--- config.mk ---
export PLATFORM = sky130hd
export DESIGN_NAME = adpcm_decoder_mc
export DESIGN_NICKNAME = d
export VERILOG_FILES = /design/src/rtl/adpcm_pkg.sv /design/src/rtl/adpcm_core.sv /design/src/rtl/adpcm_decoder_mc.sv
export SDC_FILE = /design/constraint.sdc
export NUM_CORES = 1
export LEC_CHECK = 0
export CORE_MARGIN = 8
export CORE_UTILIZATION = 45
export CTS_CLUSTER_SIZE = 14
export DETAILED_ROUTE_END_ITERATION = 7
export PLACE_DENSITY = 0.72
export SETUP_SLACK_MARGIN = 0.2
export SYNTH_ARGS = -nofsm -noshare
export SYNTH_HDL_FRONTEND = slang
export SYNTH_SLANG_ARGS = --single-unit
--- constraint.sdc ---
create_clock -name clock -period 34.6 [get_ports clock]
set_input_delay 8.65 -clock clock [delete_from_list [all_inputs] [get_ports clock]]
set_output_delay 8.65 -clock clock [all_outputs]
set_load 0.03 [all_outputs]
--- src/rtl/adpcm_pkg.sv ---
// Shared ADPCM constants and helpers: Dialogic step table, index bounds,
// and the step-index adjustment rule (common to decoder and encoder).
package adpcm_pkg;

  localparam int IDX_W   = 6;
  localparam int STEP_W  = 11;
  localparam int IDX_MAX = 48;

  localparam logic [STEP_W-1:0] STEP_TBL [0:IDX_MAX] = '{
    11'd16,   11'd17,   11'd19,   11'd21,   11'd23,   11'd25,   11'd28,
    11'd31,   11'd34,   11'd37,   11'd41,   11'd45,   11'd50,   11'd55,
    11'd60,   11'd66,   11'd73,   11'd80,   11'd88,   11'd97,   11'd107,
    11'd118,  11'd130,  11'd143,  11'd157,  11'd173,  11'd190,  11'd209,
    11'd230,  11'd253,  11'd279,  11'd307,  11'd337,  11'd371,  11'd408,
    11'd449,  11'd494,  11'd544,  11'd598,  11'd658,  11'd724,  11'd796,
    11'd876,  11'd963,  11'd1060, 11'd1166, 11'd1282, 11'd1411, 11'd1552
  };

  // Step size for an index; indices past the table end read the last entry.
  function automatic logic [STEP_W-1:0] step_lookup(input logic [IDX_W-1:0] idx);
    if (idx > IDX_W'(IDX_MAX)) begin
      step_lookup = STEP_TBL[IDX_MAX];
    end else begin
      step_lookup = STEP_TBL[idx];
    end
  endfunction

  // Index adjustment from the code magnitude: small codes shrink the step.
  function automatic logic signed [4:0] idx_delta(input logic [2:0] mag);
    case (mag)
      3'd4:    idx_delta = 5'sd2;
      3'd5:    idx_delta = 5'sd4;
      3'd6:    idx_delta = 5'sd6;
      3'd7:    idx_delta = 5'sd8;
      default: idx_delta = -5'sd1;
    endcase
  endfunction

endpackage

--- src/rtl/adpcm_core.sv ---
// Combinational single-nibble ADPCM decode step:
// (old index, old estimate, code) -> (new index, new saturated estimate).
module adpcm_core
  import adpcm_pkg::*;
#(
  parameter int SAMPLE_W = 12
) (
  input  logic [IDX_W-1:0]    idx,
  input  logic [SAMPLE_W-1:0] est,
  input  logic [3:0]          code,
  output logic [IDX_W-1:0]    idx_new,
  output logic [SAMPLE_W-1:0] est_new
);

  // Two guard bits so est +/- d cannot wrap before saturation.
  localparam int XW = SAMPLE_W + 2;
  localparam logic signed [XW-1:0] SAT_MAX = {{3{1'b0}}, {(SAMPLE_W-1){1'b1}}};
  localparam logic signed [XW-1:0] SAT_MIN = {{3{1'b1}}, {(SAMPLE_W-1){1'b0}}};

  logic [XW-1:0]        ss_s;
  logic [XW-1:0]        d_s;
  logic signed [XW-1:0] est_ext_s;
  logic signed [XW-1:0] x_s;
  logic signed [4:0]    delta_s;
  logic signed [7:0]    idx_sum_s;

  // Difference magnitude from the scaled step, then signed add and saturation.
  always_comb begin
    ss_s      = {{(XW-STEP_W){1'b0}}, step_lookup(idx)} << (SAMPLE_W-12);
    d_s       = (code[2] ? ss_s : {XW{1'b0}})
              + (code[1] ? (ss_s >> 1) : {XW{1'b0}})
              + (code[0] ? (ss_s >> 2) : {XW{1'b0}})
              + (ss_s >> 3);
    est_ext_s = {{2{est[SAMPLE_W-1]}}, est};
    x_s       = code[3] ? (est_ext_s - $signed(d_s)) : (est_ext_s + $signed(d_s));
    if (x_s > SAT_MAX) begin
      est_new = SAT_MAX[SAMPLE_W-1:0];
    end else if (x_s < SAT_MIN) begin
      est_new = SAT_MIN[SAMPLE_W-1:0];
    end else begin
      est_new = x_s[SAMPLE_W-1:0];
    end
  end

  // Step-index adaptation from the old index, clamped to the table range.
  always_comb begin
    delta_s   = idx_delta(code[2:0]);
    idx_sum_s = $signed({2'b00, idx}) + $signed({{3{delta_s[4]}}, delta_s});
    if (idx_sum_s < 8'sd0) begin
      idx_new = {IDX_W{1'b0}};
    end else if (idx_sum_s > 8'(IDX_MAX)) begin
      idx_new = IDX_W'(IDX_MAX);
    end else begin
      idx_new = idx_sum_s[IDX_W-1:0];
    end
  end

endmodule

--- src/rtl/adpcm_decoder_mc.sv ---
// Multi-channel Dialogic ADPCM decoder: per-channel index/estimate flops,
// one shared decode core, single-entry output register with valid/ready.
module adpcm_decoder_mc
  import adpcm_pkg::*;
#(
  parameter int CHANNELS = 2,
  parameter int SAMPLE_W = 12,
  parameter int CH_W     = (CHANNELS > 1) ? $clog2(CHANNELS) : 1
) (
  input  logic                clock,
  input  logic                reset_n,
  input  logic                in_valid,
  output logic                in_ready,
  input  logic [3:0]          in_code,
  input  logic [CH_W-1:0]     in_chan,
  input  logic                clr_valid,
  input  logic [CH_W-1:0]     clr_chan,
  output logic                out_valid,
  input  logic                out_ready,
  output logic [SAMPLE_W-1:0] out_sample,
  output logic [CH_W-1:0]     out_chan
);

  localparam logic [CH_W:0] CH_LIM = (CH_W+1)'(CHANNELS);

  logic [IDX_W-1:0]    idx_r [CHANNELS];
  logic [SAMPLE_W-1:0] est_r [CHANNELS];
  logic                out_valid_r;
  logic [SAMPLE_W-1:0] out_sample_r;
  logic [CH_W-1:0]     out_chan_r;

  logic                accept_s;
  logic                in_ok_s;
  logic                clr_ok_s;
  logic [IDX_W-1:0]    cur_idx_s;
  logic [SAMPLE_W-1:0] cur_est_s;
  logic [IDX_W-1:0]    new_idx_s;
  logic [SAMPLE_W-1:0] new_est_s;

  assign in_ready   = !out_valid_r || out_ready;
  assign accept_s   = in_valid && in_ready;
  assign in_ok_s    = ({1'b0, in_chan} < CH_LIM);
  assign clr_ok_s   = clr_valid && ({1'b0, clr_chan} < CH_LIM);
  assign out_valid  = out_valid_r;
  assign out_sample = out_sample_r;
  assign out_chan   = out_chan_r;

  // Pick the addressed channel's state; a same-cycle clear forces a fresh start.
  always_comb begin
    cur_idx_s = {IDX_W{1'b0}};
    cur_est_s = {SAMPLE_W{1'b0}};
    for (int c = 0; c < CHANNELS; c++) begin
      if (in_chan == CH_W'(c)) begin
        cur_idx_s = idx_r[c];
        cur_est_s = est_r[c];
      end else begin
        cur_idx_s = cur_idx_s;
        cur_est_s = cur_est_s;
      end
    end
    if (clr_ok_s && (clr_chan == in_chan)) begin
      cur_idx_s = {IDX_W{1'b0}};
      cur_est_s = {SAMPLE_W{1'b0}};
    end else begin
      cur_idx_s = cur_idx_s;
      cur_est_s = cur_est_s;
    end
  end

  adpcm_core #(
    .SAMPLE_W (SAMPLE_W)
  ) u_core (
    .idx     (cur_idx_s),
    .est     (cur_est_s),
    .code    (in_code),
    .idx_new (new_idx_s),
    .est_new (new_est_s)
  );

  // Per-channel state: decode result wins over a clear (it already saw the clear).
  always_ff @(posedge clock) begin
    for (int c = 0; c < CHANNELS; c++) begin
      if (!reset_n) begin
        idx_r[c] <= {IDX_W{1'b0}};
        est_r[c] <= {SAMPLE_W{1'b0}};
      end else if (accept_s && in_ok_s && (in_chan == CH_W'(c))) begin
        idx_r[c] <= new_idx_s;
        est_r[c] <= new_est_s;
      end else if (clr_ok_s && (clr_chan == CH_W'(c))) begin
        idx_r[c] <= {IDX_W{1'b0}};
        est_r[c] <= {SAMPLE_W{1'b0}};
      end else begin
        idx_r[c] <= idx_r[c];
        est_r[c] <= est_r[c];
      end
    end
  end

  // Output register: load on a valid accept, drain on out_ready, else hold.
  always_ff @(posedge clock) begin
    if (!reset_n) begin
      out_valid_r  <= 1'b0;
      out_sample_r <= {SAMPLE_W{1'b0}};
      out_chan_r   <= {CH_W{1'b0}};
    end else if (accept_s && in_ok_s) begin
      out_valid_r  <= 1'b1;
      out_sample_r <= new_est_s;
      out_chan_r   <= in_chan;
    end else if (out_ready) begin
      out_valid_r  <= 1'b0;
    end else begin
      out_valid_r  <= out_valid_r;
    end
  end

endmodule

==> metrics, run 1 <==
status=complete, no violations; min cycle time layout=18.57 ns; Gate power share=between 70% and 80%; slew margin rel.=35.1%; endpoints failing setup=0; syn_area_per_cell=8.52 um^2; Layout Skew=~0.009 ns; Ports=26; dpl cells=just under 800; CTS Buffer Depth=2; Synth Cell Area=5500 um^2; hold_sp=out_chan; Pwr Density=83.1 nW/um^2; R2R depth=31; P_sw=0.243 mW; Clock Sink Count=50; Syn Nets=719; vias in the first global route=5022; Post CTS Setup Buffer Count=0; Leakage=between 2 and 2.5 nW; most frequent cells in the layout=nor2_1 (72), a21oi_1 (59), ha_1 (43), nand2_1 (42); register area=1360 um^2; Worst-path clk slew=0.07 ns; #FFs+latches synth=50; worst skew pair latency=0.28 ns; initial core utilization=46.0%; post-synthesis sequential area ratio=24.7%; WP data required=about 26 ns; initial antenna violation count=0; slew at the pin closest to its max-slew limit=0.970 ns; Die Ht=127 um; Num CTS Buffers=5; Root Driver=clkbuf_16; Endpoint, Worst Hold=out_chan; Place WS=16.02 ns; Int Power=approximately 0.26 mW; via total after detailed routing=4798; multi-input logic area=3870 um^2; slowest CP cell=clkdlybuf4s50_1; share of cells above drive strength 1=7.61%; cts hold-fix bufs=0; final worst setup slack=16.03 ns; Distinct cells, synth=72; crit-path most repeated cell=clkdlybuf4s50_1; Ys Warns=0; n_diodes=0; first-pass detailed-route iteration total=5; Sw Share=48.7%; Hold Path Class=flip-flop to flip-flop; commonest non-fill, non-tap cell in the layout=nor2_1; Layout fillers=1123; die area=around 16000 um^2; Final Net Count=729; CTS H-tree lvls=2; Final Total Pwr=roughly 0.50 mW; Arr. time, crit path=9.92 ns; total negative setup slack=0 ns; core area=12000 um^2; GPL Wtd Cong=0.885; Total Wirelength=13800 um; Port Buf Inserts=25; Post-CTS Resized=0; reg-to-reg setup timing slack=around 26 ns; Max-cap violations=0; gate count after technology mapping=between 600 and 700; Area Overhead vs Synth=9.07%; crit share post-route=53.7%; ys flop type=edfxtp_1; DP HPWL=10800 um; WHS Path Cells=2; critical path cell sequence=clkdlybuf4s50_1 -> nand2b_1 -> clkdlybuf4s50_1; die width=127 um; endpoint class of the critical path=output port; Clk network pwr share=9.9%; Site Rows=40; max incr delay on CP=0.69 ns; GRT Resource Usage Total=17.7%; GR Overflow Total=0; critical path peak fanout=4; CP Class=input pin to output port; post-route antenna net violation count=0; Peak supply drop=0.0000836 V; number of synthesized flops with an enable pin=36; first-pass GRT wire length=~24000 um; final hold viol count=0; Final Core Density=about half; RSZ-0062 raised after global routing=no; vias per cell=5.97; worst r2r dst=est_r[1][0]; CTS tree=yes; Post-Layout Cell Count=804; final max-slew violation count=0; RR Startpoint=idx_r[1][1]; DRC viols=0; async set or reset register ratio after synthesis=0%; pin count of the biggest net entering global routing=33; CP Launch Type=input pin; sequential power share=17.9%; maximum clock frequency=0.0538 GHz; WL/cell=17.2 um; Starting DRT DRC Count=274
## cell families after synthesis
| group | count (synthesis) | synth area share, % |
|---|---|---|
| and+or+nand+nor | 218 | 19.0 |
| AOI/OAI and AO/OA | 187 | 23.4 |
| DFF | 50 | 24.7 |
| xor gates and xnor gates | 35 | 5.57 |
| buffers and inverters | 66 | 4.84 |
| muxes | 28 | 5.84 |
| adders and majority gates | 62 | 16.7 |
## registers in the layout (all words and copies together) (netlist names)
register and cells:
est_r 24, out_chan 1, out_valid 1, idx_r 12, out_sample 12
## worst max-delay path, delay by kind of cell
kind	cells	cell delay, ns
buf+inv	2	1.13
simple gates	1	0.14
## power by group through the flow
stage / logic [mW] / registers, mW / clock network [mW]
2_1_floorplan: 0.269 / 0.0984 / 0
3_3_place_gp: 0.342 / 0.0892 / 0
3_5_place_dp: 0.355 / 0.0902 / 0
4_1_cts: 0.359 / 0.0891 / 0.0498
5_1_grt: 0.399 / 0.0908 / 0.0520
6_report: 0.361 / 0.0891 / 0.0492
## final cells by class
| type | count | area share, % |
|---|---|---|
| Multi-Input combinational cell | 530 | 64.6 |
| Sequential cell | 50 | 22.7 |
| Timing Repair Buffer | 29 | 4.67 |
| Tap cell | 147 | 3.06 |
| Inverter | 40 | 2.50 |
| Clock buffer | 7 | 2.38 |
| Clock inverter | 1 | 0.146 |
## per-layer routing
metal | global-route usage [%] | vias to the layer above | routed length (um)
met1 | 20.7 | 2317 | 6000
met5 | 0 | - | 0
li1 | - | 2353 | -
met2 | 33.0 | 107 | 7090
met3 | 2.14 | 21 | 463
met4 | 4.88 | 0 | 281
## per-stage QoR
| step | instance area (um^2) | hold WS (ns) |
|---|---|---|
| after CTS | 6000 | 0.467 |
| after global routing | 6000 | 0.512 |
| after global placement | 5850 | 0.454 |
| final | 6000 | 0.463 |
| after detailed placement | 5850 | 0.458 |
| after floorplan | 5500 | 0.587 |
## cells in the mapped netlist (all sizes together), types with 13 or more instances
library cell / count / share of area, %
nor2: 72 / 4.9
a21oi: 61 / 5.7
o21ai: 45 / 4.4
ha: 43 / 9.8
nand2: 42 / 2.9
inv: 40 / 2.7
edfxtp: 36 / 20
and2: 27 / 3.1
nor3: 27 / 2.5
xnor2: 22 / 3.5
clkbuf: 20 / 1.4
fa: 19 / 6.9
mux2i: 16 / 2.9
dfxtp: 14 / 5.1
nand3: 13 / 1.2
xor2: 13 / 2.1
## how the worst max path moves through the flow
stage	start	to	slack, ns	depth (start not counted)
after detailed placement	out_ready	in_ready	16.02	3
after CTS	out_ready	in_ready	16.02	3
after global placement	out_ready	in_ready	16.03	3
after floorplan	out_ready	in_ready	17.00	1
after global routing	in_chan	out_sample[6]	15.97	33
final	out_ready	in_ready	16.03	3
No activity file was read; power rests on OpenSTA's default activity.
==> run 2: changes to the inputs <==
--- a/config.mk
+++ b/config.mk
@@ -9,7 +9,7 @@
 export CORE_UTILIZATION = 45
 export CTS_CLUSTER_SIZE = 14
 export DETAILED_ROUTE_END_ITERATION = 7
-export PLACE_DENSITY = 0.72
+export PLACE_DENSITY = 0.75
 export SETUP_SLACK_MARGIN = 0.2
 export SYNTH_ARGS = -nofsm -noshare
 export SYNTH_HDL_FRONTEND = slang
==> constraint.sdc (replaced) <==
create_clock -name clock -period 15.2 [get_ports clock]
set_input_delay 3.8 -clock clock [delete_from_list [all_inputs] [get_ports clock]]
set_output_delay 3.8 -clock clock [all_outputs]
set_load 0.03 [all_outputs]
==> metrics, run 2 (synthesis results as in run 1) <==
status=complete, no violations; most used routing layer=met2; Clk network pwr share=10.5% (+0.6 points); WP data required=15.30 ns (-10.65 ns); Int Power=0.585 mW (+130%); CP Class=input pin to flip-flop; GPL Wtd Cong=0.963 (+8.9%); Layout fillers=1087 (-3.2%); Peak supply drop=0.000133 V (+59%); slew at the pin closest to its max-slew limit=1.11 ns (+0.143 ns); Arr. time, crit path=13.72 ns (+3.80 ns); Die Ht=127 um (unchanged); Reg with most FFs=est_r; final hold viol count=0 (unchanged); GR Overflow Total=0 (unchanged); sequential power share=17.9% (about the same); number of flip-flops in the largest register=24 (unchanged); slowest CP cell=a211oi_2; met3 usage=2.76% (+0.63 points); slew margin rel.=25.6% (-9.5 points); Post CTS Setup Buffer Count=0 (unchanged); Gate power share=71.6% (-0.7 points); worst r2r dst=est_r[1][1]; Hold Path Class=flip-flop to flip-flop; CTS H-tree lvls=2 (unchanged); Final Total Pwr=1.14 mW (+130%); Pwr Density=190 nW/um^2 (+130%); endpoints failing setup=0 (unchanged); most frequent cells in the layout=nor2_1 (72), a21oi_1 (59), ha_1 (43), nand2_1 (42); Min Hold Slack=0.468 ns (+0.00517 ns); maximum clock frequency=0.0734 GHz; total negative setup slack=0 ns (unchanged); crit share post-route=89.6%; Layout Skew=0.00574 ns (-0.00343 ns); final max-slew violation count=0 (unchanged); Worst-path clk slew=0.06 ns (about the same); worst skew pair latency=0.28 ns (about the same); post-route antenna net violation count=0 (unchanged); commonest non-fill, non-tap cell in the layout=nor2_1; vias in the first global route=4795 (-4.5%); pin count of the biggest net entering global routing=22 (-33%); GRT Resource Usage Total=17.9% (+0.26 points); Root Driver=clkbuf_16; CTS tree=yes; die width=127 um (unchanged); grt met2 use=31.3% (-1.6 points); R2R depth=30 (-3.2%); cts hold-fix bufs=0 (unchanged); Max-cap violations=0 (unchanged); Leakage=2.49 nW (about the same); max incr delay on CP=0.91 ns (+0.22 ns); critical path peak fanout=17 (+13); Total Wirelength=14300 um (+3.1%); Site Rows=40 (unchanged); vias per cell=6.02 (+0.96%); Post-CTS Resized=0 (unchanged); reg-to-reg setup timing slack=6.20 ns (-19.38 ns); CP Launch Type=input pin; Ports=26 (unchanged); RR Startpoint=idx_r[1][1]; initial antenna violation count=0 (unchanged); hold_sp=out_chan; DP HPWL=10900 um (+1.0%); Final Core Density=50.2% (about the same); WL/cell=17.8 um (+3.4%); Final Net Count=727 (-0.27%); CTS Buffer Depth=2 (unchanged); first-pass GRT wire length=23900 um (+0.26%); Starting DRT DRC Count=460 (+68%); DRC viols=0 (unchanged); WHS Path Cells=2 (unchanged); RSZ-0062 raised after global routing=no; Num CTS Buffers=5 (unchanged); dpl cells=794 (-0.25%); Sw Share=48.6% (about the same); n_diodes=0 (unchanged); P_sw=0.554 mW (+130%); Clock Sink Count=50 (unchanged); die area=16000 um^2 (unchanged); min cycle time layout=approximately 14 ns; Post-Layout Cell Count=802 (-0.25%); Port Buf Inserts=25 (unchanged); register area=1360 um^2 (unchanged); share of cells above drive strength 1=7.48% (-0.13 points); endpoint class of the critical path=flip-flop; first-pass detailed-route iteration total=5 (unchanged); Area Overhead vs Synth=9.03% (about the same); initial core utilization=46.0% (unchanged); Global Route met1 Usage=21.8% (+1.1 points); via total after detailed routing=4832 (+0.71%); multi-input logic area=3870 um^2 (unchanged); core area=12000 um^2 (unchanged); Endpoint, Worst Hold=out_chan
## run 2: changes by cell type in the layout (fill, tap and decap cells not counted), sizes merged
cell,change
buf,-2
clkbuf,-1
clkinv,+1
## run 2: worst max path at each step
| stage | startpoint | cells after the start | end | slack (ns) |
|---|---|---|---|---|
| floorplan | in_chan | 34 | est_r[1][0] | 3.20 |
| global placement | in_chan | 31 | est_r[1][0] | 1.70 |
| detailed placement | in_chan | 30 | est_r[1][1] | 1.46 |
| CTS | in_chan | 30 | est_r[1][1] | 1.70 |
| global route | in_chan | 30 | est_r[1][1] | 0.89 |
| finish | in_chan | 30 | est_r[1][1] | 1.58 |
## run 2: cell type report
class	count	share of cell area [%]
Inverter	40	2.50
Clock buffer	6	2.50
Tap cell	147	3.07
Sequential cell	50	22.7
Clock inverter	2	0.229
Multi-Input combinational cell	530	64.6
Timing Repair Buffer	27	4.42
## run 2: critical path: cells and delay by family
family | cells | cell delay [ns]
AOI/OAI and AO/OA | 12 | 3.33
xor gates and xnor gates | 3 | 0.43
adders and majority gates | 5 | 2.08
buffers and inverters | 3 | 1.76
and+or+nand+nor | 7 | 2.31
## run 2: power groups by stage
stage          Sequential, mW  Clock [mW]  Combinational (mW)
3_3_place_gp            0.204           0               0.780
4_1_cts                 0.203       0.121               0.808
6_report                0.203       0.120               0.816
5_1_grt                 0.207       0.126               0.900
3_5_place_dp            0.206           0               0.799
2_1_floorplan           0.224           0               0.612
## run 2: metrics by stage
step	instance area [um^2]	worst slack, ns
final	6000	1.58
after global routing	6000	0.886
after CTS	6000	1.70
after detailed placement	5840	1.46
after global placement	5840	1.70
after floorplan	5500	3.20
## run 2: metal layers
metal,up-vias,wire length [um]
li1,2346,-
met4,0,448
met5,-,0
met2,155,7110
met1,2292,6060
met3,39,658
==> run 3: changes to the inputs <==
--- a/config.mk
+++ b/config.mk
@@ -9,8 +9,8 @@
 export CORE_UTILIZATION = 45
 export CTS_CLUSTER_SIZE = 14
 export DETAILED_ROUTE_END_ITERATION = 7
-export PLACE_DENSITY = 0.75
 export SETUP_SLACK_MARGIN = 0.2
+export SLEW_MARGIN = 20
 export SYNTH_ARGS = -nofsm -noshare
 export SYNTH_HDL_FRONTEND = slang
 export SYNTH_SLANG_ARGS = --single-unit
==> metrics, run 3 (synthesis results as in run 1) <==
Worst-path clk slew=0.07 ns (about the same); n_diodes=0 (unchanged); GR Overflow Total=0 (unchanged); commonest non-fill, non-tap cell in the layout=nor2_1; P_sw=0.561 mW (+1.3%); maximum clock frequency=0.0751 GHz (+2.2%); endpoint class of the critical path=flip-flop; DRC viols=0 (unchanged); met3 usage=2.39% (-0.38 points); WL/cell=18.0 um (+1.3%); die width=127 um (unchanged); hold_sp=out_chan; slew margin rel.=33.4% (+7.7 points); initial antenna violation count=0 (unchanged); final max-slew violation count=0 (unchanged); WP data required=15.39 ns (+0.09 ns); Site Rows=40 (unchanged); vias per cell=5.96 (-1.2%); Global Route met1 Usage=23.5% (+1.6 points); Clk network pwr share=11.0% (+0.5 points); most frequent cells in the layout=nor2_1 (72), a21oi_1 (59), ha_1 (43), nand2_1 (42); first-pass detailed-route iteration total=6 (+1); Post-CTS Resized=0 (unchanged); critical path peak fanout=21 (+4); Total Wirelength=14500 um (+1.7%); RSZ-0062 raised after global routing=no; share of cells above drive strength 1=7.90% (+0.42 points); post-route antenna net violation count=0 (unchanged); Final Total Pwr=1.16 mW (+1.5%); Clock Sink Count=50 (unchanged); sequential power share=17.5% (-0.4 points); WHS Path Cells=2 (unchanged); Sw Share=48.5% (-0.095 points); CP Class=input pin to flip-flop; slew at the pin closest to its max-slew limit=0.997 ns (-0.116 ns); CTS tree=yes; final worst setup slack=1.88 ns (+0.298 ns); Port Buf Inserts=25 (unchanged); status=complete, no violations; cts hold-fix bufs=0 (unchanged); endpoints failing setup=0 (unchanged); Starting DRT DRC Count=526 (+14%); Num CTS Buffers=5 (unchanged); Pwr Density=192 nW/um^2 (+0.93%); GPL Wtd Cong=0.894 (-7.2%); RR Startpoint=idx_r[1][1]; GRT Resource Usage Total=18.3% (+0.42 points); vias in the first global route=4779 (-0.33%); die area=16000 um^2 (unchanged); number of flip-flops in the largest register=24 (unchanged); Reg with most FFs=est_r; final hold viol count=0 (unchanged); core area=12000 um^2 (unchanged); Hold Path Class=flip-flop to flip-flop; Post CTS Setup Buffer Count=0 (unchanged); CTS H-tree lvls=2 (unchanged); grt met2 use=31.6% (+0.25 points); worst r2r dst=out_sample[0]; CP Launch Type=input pin; most used routing layer=met2; Area Overhead vs Synth=9.62%; worst skew pair latency=0.29 ns (about the same); Root Driver=clkbuf_16; Layout Skew=0.00719 ns (+0.00145 ns); Gate power share=71.6% (about the same); crit share post-route=87.7% (-2.0 points); Place WS=1.61 ns (+0.148 ns); total negative setup slack=0 ns (unchanged); CTS Buffer Depth=2 (unchanged); Layout fillers=1128 (+3.8%); max incr delay on CP=0.91 ns (about the same); R2R depth=31 (+3.3%); multi-input logic area=3880 um^2 (+0.16%); Final Core Density=50.4% (+0.27 points); min cycle time layout=13.32 ns (-0.298 ns); pin count of the biggest net entering global routing=22 (unchanged); Leakage=2.50 nW (+0.63%); reg-to-reg setup timing slack=6.32 ns (+0.12 ns); Arr. time, crit path=13.52 ns (-0.20 ns); register area=1360 um^2 (unchanged); Max-cap violations=0 (unchanged); Endpoint, Worst Hold=out_chan; Int Power=0.595 mW (+1.7%); slowest CP cell=clkdlybuf4s50_1; Peak supply drop=0.000133 V (+0.28%); via total after detailed routing=4794 (-0.79%); initial core utilization=46.0% (unchanged); Final Net Count=730 (+0.41%); Ports=26 (unchanged); first-pass GRT wire length=24200 um (+1.3%); DP HPWL=11200 um (+2.8%); Die Ht=127 um (unchanged)
run 3: worst max path at each step:
stage | start | end | slack, ns | cells past startpoint
2_1_floorplan | in_chan | est_r[1][0] | 3.20 | 34
3_3_place_gp | in_chan | out_sample[0] | 1.75 | 28
3_5_place_dp | in_chan | out_sample[0] | 1.61 | 32
4_1_cts | in_chan | out_sample[0] | 1.84 | 32
5_1_grt | in_chan | est_r[1][1] | 1.13 | 34
6_report | in_chan | out_sample[0] | 1.88 | 33
run 3: metal layers:
metal	part of all wire [%]	up-vias
li1	-	2351
met1	46	2293
met2	49	128
met3	3.8	22
met4	1.8	0
met5	0	-
run 3: power groups by stage:
stage               logic, mW  registers [mW]  clock network [mW]
floorplan               0.612           0.224                   0
global placement        0.801           0.204                   0
detailed placement      0.811           0.205                   0
CTS                     0.819           0.202               0.129
global route            0.921           0.206               0.133
finish                  0.827           0.202               0.127
run 3: through the flow:
stage                     hold WS (ns)  cells  area [um^2]
after floorplan                  0.587    646         5500
after CTS                        0.474    805         6030
after global routing             0.531    805         6030
after global placement           0.461    797         5860
after detailed placement         0.464    797         5860
final                            0.471    805         6030
run 3: cell type report:
class                           instances  area share, %
Timing Repair Buffer                   30           4.77
Clock buffer                            5           2.07
Clock inverter                          3          0.705
Sequential cell                        50           22.6
Inverter                               40           2.49
Tap cell                              147           3.05
Multi-Input combinational cell        530           64.3
run 3: critical path, delay by kind of cell:
| family | cells | cell delay, ns |
|---|---|---|
| xor gates and xnor gates | 4 | 0.92 |
| and+or+nand+nor | 9 | 1.82 |
| AOI/OAI and AO/OA | 11 | 3.06 |
| buffers and inverters | 2 | 1.12 |
| adders and majority gates | 6 | 2.31 |
| muxes | 1 | 0.46 |
